==> src/rtl/wb_slave_mem_if.sv <==
// Wishbone classic-cycle bus bundle between one master and one slave.
//   ADR   : byte address              (master -> slave)
//   DAT_W : write data                (master -> slave)
//   DAT_R : read data                 (slave -> master)
//   CYC   : bus cycle active          (master -> slave)
//   STB   : strobe                    (master -> slave)
//   WE    : 1 = write, 0 = read       (master -> slave)
//   SEL   : byte-lane enables         (master -> slave)
//   ACK   : normal termination        (slave -> master)
//   ERR   : error termination         (slave -> master)
interface wb_slave_mem_if #(
  parameter int unsigned ADDR_WIDTH = 32,
  parameter int unsigned DATA_WIDTH = 32
);
  logic [ADDR_WIDTH-1:0]   ADR;
  logic [DATA_WIDTH-1:0]   DAT_W;
  logic [DATA_WIDTH-1:0]   DAT_R;
  logic                    CYC;
  logic                    STB;
  logic                    WE;
  logic [DATA_WIDTH/8-1:0] SEL;
  logic                    ACK;
  logic                    ERR;

  modport master (
    output ADR, DAT_W, CYC, STB, WE, SEL,
    input  DAT_R, ACK, ERR
  );

  modport slave (
    input  ADR, DAT_W, CYC, STB, WE, SEL,
    output DAT_R, ACK, ERR
  );
endinterface

==> src/rtl/wb_slave_mem.sv <==
// Wishbone classic-cycle slave backed by a small register-file memory.
// Requests are latched on acceptance, optionally delayed by WAIT_STATES cycles,
// then answered with a one-cycle registered ACK (in window) or ERR (out of window).
// Ports:
//   clk : clock, rising edge
//   rst : synchronous active-high reset
//   bus : Wishbone slave modport (ADR, DAT_W, DAT_R, CYC, STB, WE, SEL, ACK, ERR)
module wb_slave_mem #(
  parameter int unsigned           ADDR_WIDTH  = 32,
  parameter int unsigned           DATA_WIDTH  = 32,
  parameter int unsigned           DEPTH       = 16,
  parameter logic [ADDR_WIDTH-1:0] BASE_ADDR   = '0,
  parameter int unsigned           WAIT_STATES = 0,
  parameter logic [31:0]           RESET_DATA  = 32'hdeadbeef,
  parameter logic [31:0]           ERR_DATA    = 32'hbadc0de0
) (
  input logic           clk,
  input logic           rst,
  wb_slave_mem_if.slave bus
);

  localparam int unsigned NumBytes = DATA_WIDTH / 8;
  localparam int unsigned OffW     = $clog2(NumBytes);
  localparam int unsigned IdxW     = $clog2(DEPTH);

  localparam logic [DATA_WIDTH-1:0] RstWord = DATA_WIDTH'(RESET_DATA);
  localparam logic [DATA_WIDTH-1:0] ErrWord = DATA_WIDTH'(ERR_DATA);

  // One extra bit so the window top never wraps at the end of the address space.
  localparam logic [ADDR_WIDTH:0] WinLo = {1'b0, BASE_ADDR};
  localparam logic [ADDR_WIDTH:0] WinHi = WinLo + (ADDR_WIDTH + 1)'(DEPTH * NumBytes);

  typedef enum logic [1:0] {StIdle, StWait, StResp} state_e;

  state_e                state_q, state_d;
  logic [3:0]            cnt_q, cnt_d;
  logic [IdxW-1:0]       idx_q, idx_d;
  logic                  we_q, we_d;
  logic [NumBytes-1:0]   sel_q, sel_d;
  logic [DATA_WIDTH-1:0] dat_q, dat_d;
  logic                  in_range_q, in_range_d;
  logic [DATA_WIDTH-1:0] mem_q [DEPTH];
  logic [DATA_WIDTH-1:0] mem_d [DEPTH];

  logic [ADDR_WIDTH:0]   adr_ext;
  logic                  req_in_range;
  logic [DATA_WIDTH-1:0] rdata;

  assign adr_ext      = {1'b0, bus.ADR};
  assign req_in_range = (adr_ext >= WinLo) && (adr_ext < WinHi);

  always_comb begin
    state_d    = state_q;
    cnt_d      = cnt_q;
    idx_d      = idx_q;
    we_d       = we_q;
    sel_d      = sel_q;
    dat_d      = dat_q;
    in_range_d = in_range_q;
    mem_d      = mem_q;

    unique case (state_q)
      StIdle: begin
        if (bus.CYC && bus.STB) begin
          idx_d      = bus.ADR[OffW +: IdxW];
          we_d       = bus.WE;
          sel_d      = bus.SEL;
          dat_d      = bus.DAT_W;
          in_range_d = req_in_range;
          if (WAIT_STATES == 0) begin
            state_d = StResp;
          end else begin
            cnt_d   = 4'(WAIT_STATES - 1);
            state_d = StWait;
          end
        end
      end
      StWait: begin
        if (!bus.CYC) begin
          state_d = StIdle;
        end else if (cnt_q == 4'd0) begin
          state_d = StResp;
        end else begin
          cnt_d = cnt_q - 4'd1;
        end
      end
      StResp: begin
        // Commit happens on the edge that ends RESP, even if CYC has dropped.
        state_d = StIdle;
        if (in_range_q && we_q) begin
          for (int unsigned b = 0; b < NumBytes; b++) begin
            if (sel_q[b]) begin
              mem_d[idx_q][b*8 +: 8] = dat_q[b*8 +: 8];
            end
          end
        end
      end
      default: state_d = StIdle;
    endcase
  end

  always_ff @(posedge clk) begin
    if (rst) begin
      state_q    <= StIdle;
      cnt_q      <= 4'd0;
      idx_q      <= '0;
      we_q       <= 1'b0;
      sel_q      <= '0;
      dat_q      <= '0;
      in_range_q <= 1'b0;
      for (int unsigned i = 0; i < DEPTH; i++) begin
        mem_q[i] <= RstWord;
      end
    end else begin
      state_q    <= state_d;
      cnt_q      <= cnt_d;
      idx_q      <= idx_d;
      we_q       <= we_d;
      sel_q      <= sel_d;
      dat_q      <= dat_d;
      in_range_q <= in_range_d;
      for (int unsigned i = 0; i < DEPTH; i++) begin
        mem_q[i] <= mem_d[i];
      end
    end
  end

  // Read data only during RESP; writes return zero, errors return the marker word.
  always_comb begin
    rdata = '0;
    if (state_q == StResp) begin
      if (!in_range_q) begin
        rdata = ErrWord;
      end else if (!we_q) begin
        rdata = mem_q[idx_q];
      end
    end
  end

  assign bus.DAT_R = rdata;
  assign bus.ACK   = (state_q == StResp) && in_range_q;
  assign bus.ERR   = (state_q == StResp) && !in_range_q;

endmodule

==> src/flat_wrapper.sv <==
// flat-port wrapper written by rule: the top's interface ports become plain ports
module wb_slave_mem_flat 
#(
  parameter int unsigned           ADDR_WIDTH  = 32,
  parameter int unsigned           DATA_WIDTH  = 32,
  parameter int unsigned           DEPTH       = 16,
  parameter logic [ADDR_WIDTH-1:0] BASE_ADDR   = '0,
  parameter int unsigned           WAIT_STATES = 0,
  parameter logic [31:0]           RESET_DATA  = 32'hdeadbeef,
  parameter logic [31:0]           ERR_DATA    = 32'hbadc0de0
)
  (clk, rst, bus_ADR, bus_DAT_W, bus_CYC, bus_STB, bus_WE, bus_SEL, bus_DAT_R, bus_ACK, bus_ERR);
  wb_slave_mem_if #(.ADDR_WIDTH(ADDR_WIDTH), .DATA_WIDTH(DATA_WIDTH)) bus_i ();
  input logic clk;
  input logic rst;
  input wire logic [$bits(bus_i.ADR)-1:0] bus_ADR;
  input wire logic [$bits(bus_i.DAT_W)-1:0] bus_DAT_W;
  input wire logic [$bits(bus_i.CYC)-1:0] bus_CYC;
  input wire logic [$bits(bus_i.STB)-1:0] bus_STB;
  input wire logic [$bits(bus_i.WE)-1:0] bus_WE;
  input wire logic [$bits(bus_i.SEL)-1:0] bus_SEL;
  output wire logic [$bits(bus_i.DAT_R)-1:0] bus_DAT_R;
  output wire logic [$bits(bus_i.ACK)-1:0] bus_ACK;
  output wire logic [$bits(bus_i.ERR)-1:0] bus_ERR;
  assign bus_i.ADR = bus_ADR;
  assign bus_i.DAT_W = bus_DAT_W;
  assign bus_i.CYC = bus_CYC;
  assign bus_i.STB = bus_STB;
  assign bus_i.WE = bus_WE;
  assign bus_i.SEL = bus_SEL;
  assign bus_DAT_R = bus_i.DAT_R;
  assign bus_ACK = bus_i.ACK;
  assign bus_ERR = bus_i.ERR;
  wb_slave_mem #(.ADDR_WIDTH(ADDR_WIDTH), .DATA_WIDTH(DATA_WIDTH), .DEPTH(DEPTH), .BASE_ADDR(BASE_ADDR), .WAIT_STATES(WAIT_STATES), .RESET_DATA(RESET_DATA), .ERR_DATA(ERR_DATA)) u_core (.clk(clk), .rst(rst), .bus(bus_i));
endmodule
==> config.mk <==
export PLATFORM = sky130hd
export DESIGN_NAME = wb_slave_mem_flat
export DESIGN_NICKNAME = d
export VERILOG_FILES = /design/src/rtl/wb_slave_mem_if.sv /design/src/rtl/wb_slave_mem.sv /design/src/flat_wrapper.sv
export SDC_FILE = /design/constraint.sdc
export NUM_CORES = 1
export LEC_CHECK = 0
export ABC_AREA = 0
export CAP_MARGIN = 20
export CORE_MARGIN = 10
export CORE_UTILIZATION = 50
export CTS_BUF_LIST = sky130_fd_sc_hd__clkbuf_4 sky130_fd_sc_hd__clkbuf_8
export DETAILED_ROUTE_END_ITERATION = 7
export GPL_TIMING_DRIVEN = 0
export HOLD_SLACK_MARGIN = 0.15
export PLACE_DENSITY_LB_ADDON = 0.08
export SETUP_SLACK_MARGIN = 0.15
export SLEW_MARGIN = 20
export SYNTH_ARGS = -nofsm -noshare
export SYNTH_HDL_FRONTEND = slang
export SYNTH_SLANG_ARGS = --single-unit
==> constraint.sdc <==
create_clock -name clk -period 4.8 [get_ports clk]
set_clock_uncertainty 0.05 [all_clocks]
set_input_delay 0.48 -clock clk [delete_from_list [all_inputs] [get_ports clk]]
set_output_delay 0.48 -clock clk [all_outputs]
set_load 0.02 [all_outputs]
Word-level counts from Yosys, hierarchy flattened
Index checks and enable logic that the tools add are counted.
- add/sub/neg operators: 1
- $lt $le $gt $ge: 4
- eq/ne operators: 4
- multiplexer cells: 32
- bitwise operators: 2
- reductions and logical operators: 13
- operators with widths (kind ; count):
    two-way mux 512 bit ; 10
    bitwise mux 512 bit ; 4
    demux 32 bit (select 4 bit) ; 4
    two-way mux 32 bit ; 6
    binary-select mux 32 bit (select 4 bit) ; 1
    >= comparator 32 x 1 -> 1 bit, second input constant ; 1
    less-than comparator 32 x 7 -> 1 bit, second input constant ; 1
    two-way mux 24 bit ; 1
    two-way mux 16 bit ; 1
    two-way mux 8 bit ; 1
    logical AND 1 bit ; 6
    two-way mux 2 bit ; 3
    AND reduction 2 bit ; 3
    >= comparator 5 bit, second input constant ; 1
    less-than comparator 5 x 1 -> 1 bit, second input constant ; 1
    NOT 4 -> 5 bit ; 1
    logical NOT 4 bit ; 1
    one-hot mux 2 bit (2 select lines) ; 1
    subtractor 4 x 1 -> 4 bit, second input constant ; 1
    != test 3 x 2 -> 1 bit, second input constant ; 1
    AND reduction 3 bit ; 1
    == test 2 x 1 -> 1 bit, second input constant ; 1
    == test 2 bit, second input constant ; 1
    logical NOT 2 bit ; 1
    other kinds (3) ; 3
- register bits: 560
- output and inout bits: 34
- word-level logic and storage cells: 79

Logic depth before layout (Yosys ltp)
Gate-level depths: netlist (run 1).
- word-level depth: 19
- gate-level depth with buffers: 8
- depth with buffers taken out: 4

Worst setup path after synthesis (run 1)
Ideal clock, no wire load.
- path kind: register -> output
- from: reg u_core.idx_q[0]
- to: out bus_DAT_R[10]
- arrival: 1.743 ns
- data required time: 4.270 ns
- slack: 2.527 ns
- cell stages (with the launch flop): 7
- path buffers: 3
- path through: dfxtp_1 -> buf_2 -> buf_4 -> buf_2 -> mux4_2 -> nor2_1 -> o211ai_1
- cells in the longest elaborated chain, start to end: 7
- ends and longest elaborated chain (item ; line ; text):
    start, declared ; wb_slave_mem.sv:37 ; logic [IdxW-1:0] idx_q, idx_d;
    start signal, assigned ; wb_slave_mem.sv:117 ; idx_q <= idx_d;
    NOT 4 -> 5 bit (not written as such) ; wb_slave_mem.sv:135 ; rdata = mem_q[idx_q];
    binary-select mux 32 bit (select 4 bit) ; wb_slave_mem.sv:135 ;
    two-way mux 32 bit (not written as such) (2 in a row) ; wb_slave_mem.sv:135 ;
    two-way mux 32 bit ; wb_slave_mem.sv:134 ; end else if (!we_q) begin
    two-way mux 32 bit ; wb_slave_mem.sv:132 ; if (!in_range_q) begin
    two-way mux 32 bit ; wb_slave_mem.sv:131 ; if (state_q == StResp) begin
    end, declared ; flat_wrapper.sv:22 ; output wire logic [$bits(bus_i.DAT_R)-1:0] bus_DAT_R;
No other way between the ends. The select of a mux whose other input is x is not followed.

Worst setup path after layout (run 1)
- from: reg u_core.idx_q[3]
- to: out bus_DAT_R[28]
The elaborated chain is that of the path after synthesis.

==> results.yml, run 1 <==
worst_setup_path:
  cp_top_family: "buffers and inverters"
  startpoint: "u_core.idx_q[3]"
  crit_slowest_cell: "clkbuf_1"
  cp.arrival_ns: 4.14
  cp-start-kind: "flop"
  worstPathRequired_ns: 4.27
  cp_max_fo: 10
  cp-end-kind: "primary output"
  r2r_slack_ns: 2.19
  crit_buf_inv: 3
  cp_cell_sequence: "and3b_1 -> and2_1 -> clkbuf_1 -> clkbuf_2 -> nand2_1 -> o211ai_1 -> clkdlybuf4s50_1"
  criticalPathCategory: "flop to primary output"
  critPathMaxStageDelay_ns: 0.75
  r2r_start: "u_core.state_q[1]"
die:
  coreArea_um2: 47700
  fp.dieW_um: 240
  die-area_um2: 57500
  fp-row-count: 80
  pin_count: 107
  die_h_um: 240
  start_util_pct: 50.6
global_route:
  grt_start_max_net_pins: 13
  antenna_found_initial: 3
  gr-total-overflow: 0
  track_usage_pct: 35.3
  grt_pass1_wl_mm: 146
  grt_pass1_vias: 21000
timing:
  tightest_slew_ns: 1.27
  hold_viol: 0
  fin_ws_ns: 0.130
  tns_ns: 0
  finalCriticalPeriod_ns: 4.67
  slew_violations: 0
  setup_viol: 0
  rsz0062_at_grt: "false"
  fmax_ghz: 0.214
  maxSlewHeadroom_pct: 15.3
  finalCritPeriodShare_pct: 97.3
yosys:
  ys_ff_latch: 555
  yosysWarnings: 0
  async_reset_ff_share_pct: 0
  ys_seq_area_share_pct: 46.0
  synth_edf_count: 0
  syn_inst: 2656
  synth_cell_type_count: 38
  synth_area_um2: 24100
  synthFlopType: "dfxtp_1"
  avgSynthCellArea_um2: 9.09
  syn-num-nets: 2729
clock_tree:
  worstSkewPairLatency_ns: 0.72
  cts.sinks: 555
  tritoncts: "built"
  numCtsBuffers: 94
  cts_root_buf: "clkbuf_8"
  htree_levels: 3
  clk_path_buf_depth: 3
  clkTransAtPathRegs_ns: 0.06
place:
  place_hpwl_mm: 71.1
  dp.cells: 3374
  gp_congestion: 0.997
  dp_slack_ns: 0.576
  numPortBuffers: 103
min_path:
  hold_path.startpoint: "bus_DAT_W[0]"
  min_path_type: "input pin to flop"
power:
  seq_power_share_pct: 47.1
  switching_share_pct: 25.9
  clkPwrFrac_pct: 45.6
  p_per_area_nw_per_um2: 352
  leakagePower_nw: 10.0
  p_int_w: 0.00730
  finalPower_w: 0.00985
  pwr-share-comb_pct: 7.4
  peakVddDrop_v: 0.000214
  p_sw_w: 0.00255
routing:
  ant_nets: 0
  wirelength_mm: 103
  drcViolationCount: 0
  viasPerCell: 6.41
  drt_iter0_markers: 3128
  vias: 22700
  wl_per_cell_um: 29.1
  dr.pass1.iters: 6
run:
  cap_violations: 0
final_layout:
  stdcell_count: 3541
  fin_nets: 2932
  drive_gt1_share_pct: 14.3
  syn2layout_area_growth_pct: 16.0
  post-route-util_pct: 58.7
outcome:
  outcome: "finished, final reports clean"
## power groups by stage
stage	Clock [W]	Sequential (W)	Combinational, W
finish	0.00449	0.00463	0.000727
detailed placement	0	0.00473	0.000689
global route	0.00470	0.00463	0.000726
CTS	0.00446	0.00463	0.000690
floorplan	0	0.00473	0.000322
global placement	0	0.00473	0.000683
## cell usage in the layout, fill, tap and decap left out, types with 16 or more instances in the layout
cell type / Yosys / routed
a21oi_1: 442 / 442
a221o_1: 16 / 16
a22oi_1: 16 / 16
buf_1: 17 / 17
buf_2: 71 / 71
buf_4: 27 / 29
clkbuf_1: 150 / 141
clkbuf_4: 0 / 34
clkbuf_8: 0 / 121
clkdlybuf4s50_1: 0 / 103
dfxtp_1: 555 / 555
inv_1: 33 / 33
mux2i_1: 192 / 192
mux4_2: 96 / 96
nand2_1: 117 / 117
nand3_1: 54 / 53
nor2_1: 365 / 363
nor3_1: 384 / 384
nor3_4: 24 / 25
o211ai_1: 16 / 16
o22ai_1: 16 / 16
## tightest hold or removal path: stages
cell and delay, ns:
clkdlybuf4s50_1 0.39, nand2_1 0.06, a21oi_1 0.05
## kinds of logic after synthesis
logic type             after synthesis  synth area share, %
multiplexers                       288                 16.9
AND/OR/NAND/NOR                   1004                 20.3
flip-flops                         555                 46.0
AO/OA/AOI/OAI                      507                 11.3
buffers and inverters              302                 5.55
## metrics by stage
step	instance area [µm²]	hold slack, ns
3_3_place_gp	25900	0.416
5_1_grt	28000	0.262
2_1_floorplan	24100	0.405
3_5_place_dp	26000	0.430
6_report	28000	0.252
4_1_cts	28000	0.237
## sequential cells by signal, indices dropped and copies added (netlist names)
name               flops
u_core.mem_q         512
u_core.dat_q          32
u_core.we_q            1
u_core.idx_q           4
u_core.sel_q           4
u_core.state_q         1
u_core.in_range_q      1
## area by class of cell
| type | instances | area (µm²) |
|---|---|---|
| Clock inverter | 7 | 47.5 |
| Multi-Input combinational cell | 1799 | 11700 |
| Fill cell | 4317 | 19700 |
| Antenna cell | 1 | 2.50 |
| Inverter | 33 | 124 |
| Tap cell | 615 | 769 |
| Sequential cell | 555 | 11100 |
| Clock buffer | 155 | 1920 |
| Buffer | 269 | 1230 |
| Timing Repair Buffer | 107 | 1080 |
## worst paths after layout
path                             to  cells after the start
setup / recovery      bus_DAT_R[28]                      7
hold / removal      u_core.dat_q[0]                      3
setup reg to reg  u_core.mem_q[455]                      8
hold reg to reg    u_core.mem_q[61]                      2
## routing by layer
layer	vias up	GRT usage (%)	part of all wire [%]
li1	9843	-	-
met1	10900	45.8	39
met2	1578	51.3	42
met3	341	11.3	13
met4	0	18.8	6.0
met5	-	0	0
## synthesized netlist by cell type (2+ instances only)
cell | instances | area [µm²]
dfxtp_1 | 555 | 11100
a21oi_1 | 442 | 2210
nor3_1 | 384 | 1920
nor2_1 | 365 | 1370
mux2i_1 | 192 | 1920
clkbuf_1 | 150 | 563
nand2_1 | 117 | 439
mux4_2 | 96 | 2160
buf_2 | 71 | 355
nand3_1 | 54 | 270
inv_1 | 33 | 124
buf_4 | 27 | 203
nor3_4 | 24 | 390
buf_1 | 17 | 63.8
a221o_1 | 16 | 160
a22oi_1 | 16 | 120
o211ai_1 | 16 | 120
o22ai_1 | 16 | 100
and3b_1 | 9 | 78.8
nand3b_1 | 9 | 67.6
nor3_2 | 9 | 90.1
nor4_1 | 6 | 37.5
nor3b_1 | 5 | 37.5
and3_1 | 4 | 25.0
or3b_2 | 4 | 35.0
and2_1 | 3 | 18.8
nor2b_1 | 3 | 18.8
buf_6 | 2 | 22.5
clkbuf_2 | 2 | 10.0
## timing repair
item                                   in CTS  in global routing
pin swaps                                   0                  0
buffers inserted                            3                  0
hold buffers                                0                  0
endpoints found under the hold margin       0                  0
setup endpoints to repair                  21                 18
resized for setup                           4                  5
(Power assumes the default switching activity.)
==> run 2, diff against run 1 <==
CAP_MARGIN = 40   (was 20)
CORE_MARGIN = 8   (was 10)
==> run 2 against run 1 <==
  * Combinational power is 6.1% higher
  * Power is 1.2% higher
  * First-iteration DRC count decreased by 6.9%
  * Routed wire length fell by 0.66%
  * Critical endpoint is now bus_DAT_R[18]
==> results.yml, run 2 (synthesized netlist as in run 1, its figures left out) <==
worst_setup_path:
  cp-start-kind: "flop"
  crit_path_end: "bus_DAT_R[18]"
  startpoint: "u_core.idx_q[3]"
  cp.arrival_ns: 4.03
  worstPathRequired_ns: 4.27
  reg2reg_to: "u_core.mem_q[58]"
  cp_top_family: "buffers and inverters"
  critPathMaxStageDelay_ns: 0.68
  cp_max_fo: 10
  crit_slowest_cell: "clkdlybuf4s50_1"
  cp-end-kind: "primary output"
  r2r_start: "u_core.idx_q[2]"
  criticalPathCategory: "flop to primary output"
  path_depth: 6
  r2r_slack_ns: 2.14
  cp_cell_sequence: "clkbuf_1 -> nor3b_1 -> o21ai_4 -> buf_2 -> o211ai_1 -> clkdlybuf4s50_1"
  r2r_cells: 6
  crit_buf_inv: 3
global_route:
  grt_pass1_wl_mm: 145
  antenna_found_initial: 1
  grt_pass1_vias: 21100
  track_usage_pct: 35.5
  grt_start_max_net_pins: 13
  gr-total-overflow: 0
final_layout:
  most-common-layout-cells: "dfxtp_1 (555), a21oi_1 (442), nor3_1 (384)"
  syn2layout_area_growth_pct: 18.2
  top_register: "u_core.mem_q"
  post-route-util_pct: 59.8
  largest_register_ff_count: 512
  drive_gt1_share_pct: 15.6
  fin_nets: 2973
  final_cell_area_um2: 28500
  largestRegisters: "u_core.mem_q x512, u_core.dat_q x32"
  final_common_cell: "dfxtp_1"
clock_tree:
  cts_root_buf: "clkbuf_8"
  cts.sinks: 555
  cts_hold_buf: 0
  numCtsBuffers: 92
  clkTransAtPathRegs_ns: 0.06
  worstSkewPairLatency_ns: 0.69
  htree_levels: 3
  clk_path_buf_depth: 3
  tritoncts: "built"
die:
  die_h_um: 236
  fp-row-count: 80
  fp.dieW_um: 236
  pin_count: 107
  coreArea_um2: 47700
  die-area_um2: 55600
  start_util_pct: 50.6
min_path:
  min_path_type: "input pin to flop"
routing:
  dr.pass1.iters: 6
  drcViolationCount: 0
  ant_nets: 0
  viasPerCell: 6.32
  wirelength_mm: 102
  drt_iter0_markers: 2911
  wl_per_cell_um: 28.5
  vias: 22700
place:
  postPlaceCellArea_um2: 26400
  gp_congestion: 0.990
  place_hpwl_mm: 73.2
  numPortBuffers: 103
power:
  finalPower_w: 0.00996
  leakagePower_nw: 10.3
  peakVddDrop_v: 0.000195
  p_per_area_nw_per_um2: 349
timing:
  setup_viol: 0
  tightest_slew_ns: 0.977
  fin_hold_ws_ns: 0.277
  hold_viol: 0
  maxSlewHeadroom_pct: 34.9
  fmax_ghz: 0.219
  finalCriticalPeriod_ns: 4.56
  rsz0062_at_grt: "false"
  tns_ns: 0
  finalCritPeriodShare_pct: 95.1
  slew_violations: 0
run:
  cap_violations: 0
outcome:
  outcome: "finished, final reports clean"
## run 2: cell types whose count changed in the layout (fill, tap and decap cells not counted), sizes merged
cell / previous run / this run
bufinv: 0 / 1
buf: 121 / 164
inv: 33 / 34
clkbuf: 307 / 308
clkinvlp: 5 / 4
clkinv: 2 / 9
## run 2: power breakdown
group	internal, W	switching [W]	total (W)
Clock	0.00256	0.00200	0.00456
Sequential	0.00462	0.0000104	0.00463
Combinational	0.000204	0.000568	0.000771
## run 2: tightest hold or removal path: stages
cell and delay (ns):
clkdlybuf4s50_1 0.39, nand2_1 0.05, a21oi_1 0.05
## run 2: worst min-delay path by stage
stage | start | endpoint | slack [ns] | depth (start not counted)
floorplan | u_core.mem_q[164] | u_core.mem_q[164] | 0.40 | 2
global placement | u_core.mem_q[504] | u_core.mem_q[504] | 0.42 | 2
detailed placement | u_core.mem_q[305] | u_core.mem_q[305] | 0.43 | 2
CTS | bus_DAT_W[11] | u_core.dat_q[11] | 0.24 | 3
global route | bus_DAT_W[27] | u_core.dat_q[27] | 0.27 | 3
finish | bus_DAT_W[11] | u_core.dat_q[11] | 0.28 | 3
## run 2: timing repair
action / 4_1_cts / 5_1_grt
gates resized for setup: 1 / 3
endpoints found under the setup margin: 11 / 14
pin swaps: 0 / 0
setup buffers: 2 / 0
gates cloned: 0 / 0
## run 2: layout make-up
class                   instances  area, µm²
plain buffers                 269       1220
multi-input cells            1799      11700
clock inverters                15        118
fillers                      4228      19200
inverters                      33        124
clock buffers                 156       1910
repair buffers                150       1560
flip-flops and latches        555      11100
well taps                     615        769
diodes                          1       2.50
## run 2: per-stage QoR
stage / std cells / setup slack, ns
3_3_place_gp: 3374 / 0.519
6_report: 3593 / 0.237
3_5_place_dp: 3411 / 0.643
4_1_cts: 3584 / 0.156
5_1_grt: 3592 / 0.190
2_1_floorplan: 2656 / 2.53
## run 2: per-layer routing
layer  track usage (%)  up-vias  part of all wire, %
li1                  -     9923                    -
met1              46.7    11000                   39
met2              52.6     1500                   42
met3              9.85      322                   12
met4              19.0        2                  6.2
met5                 0        -                0.016
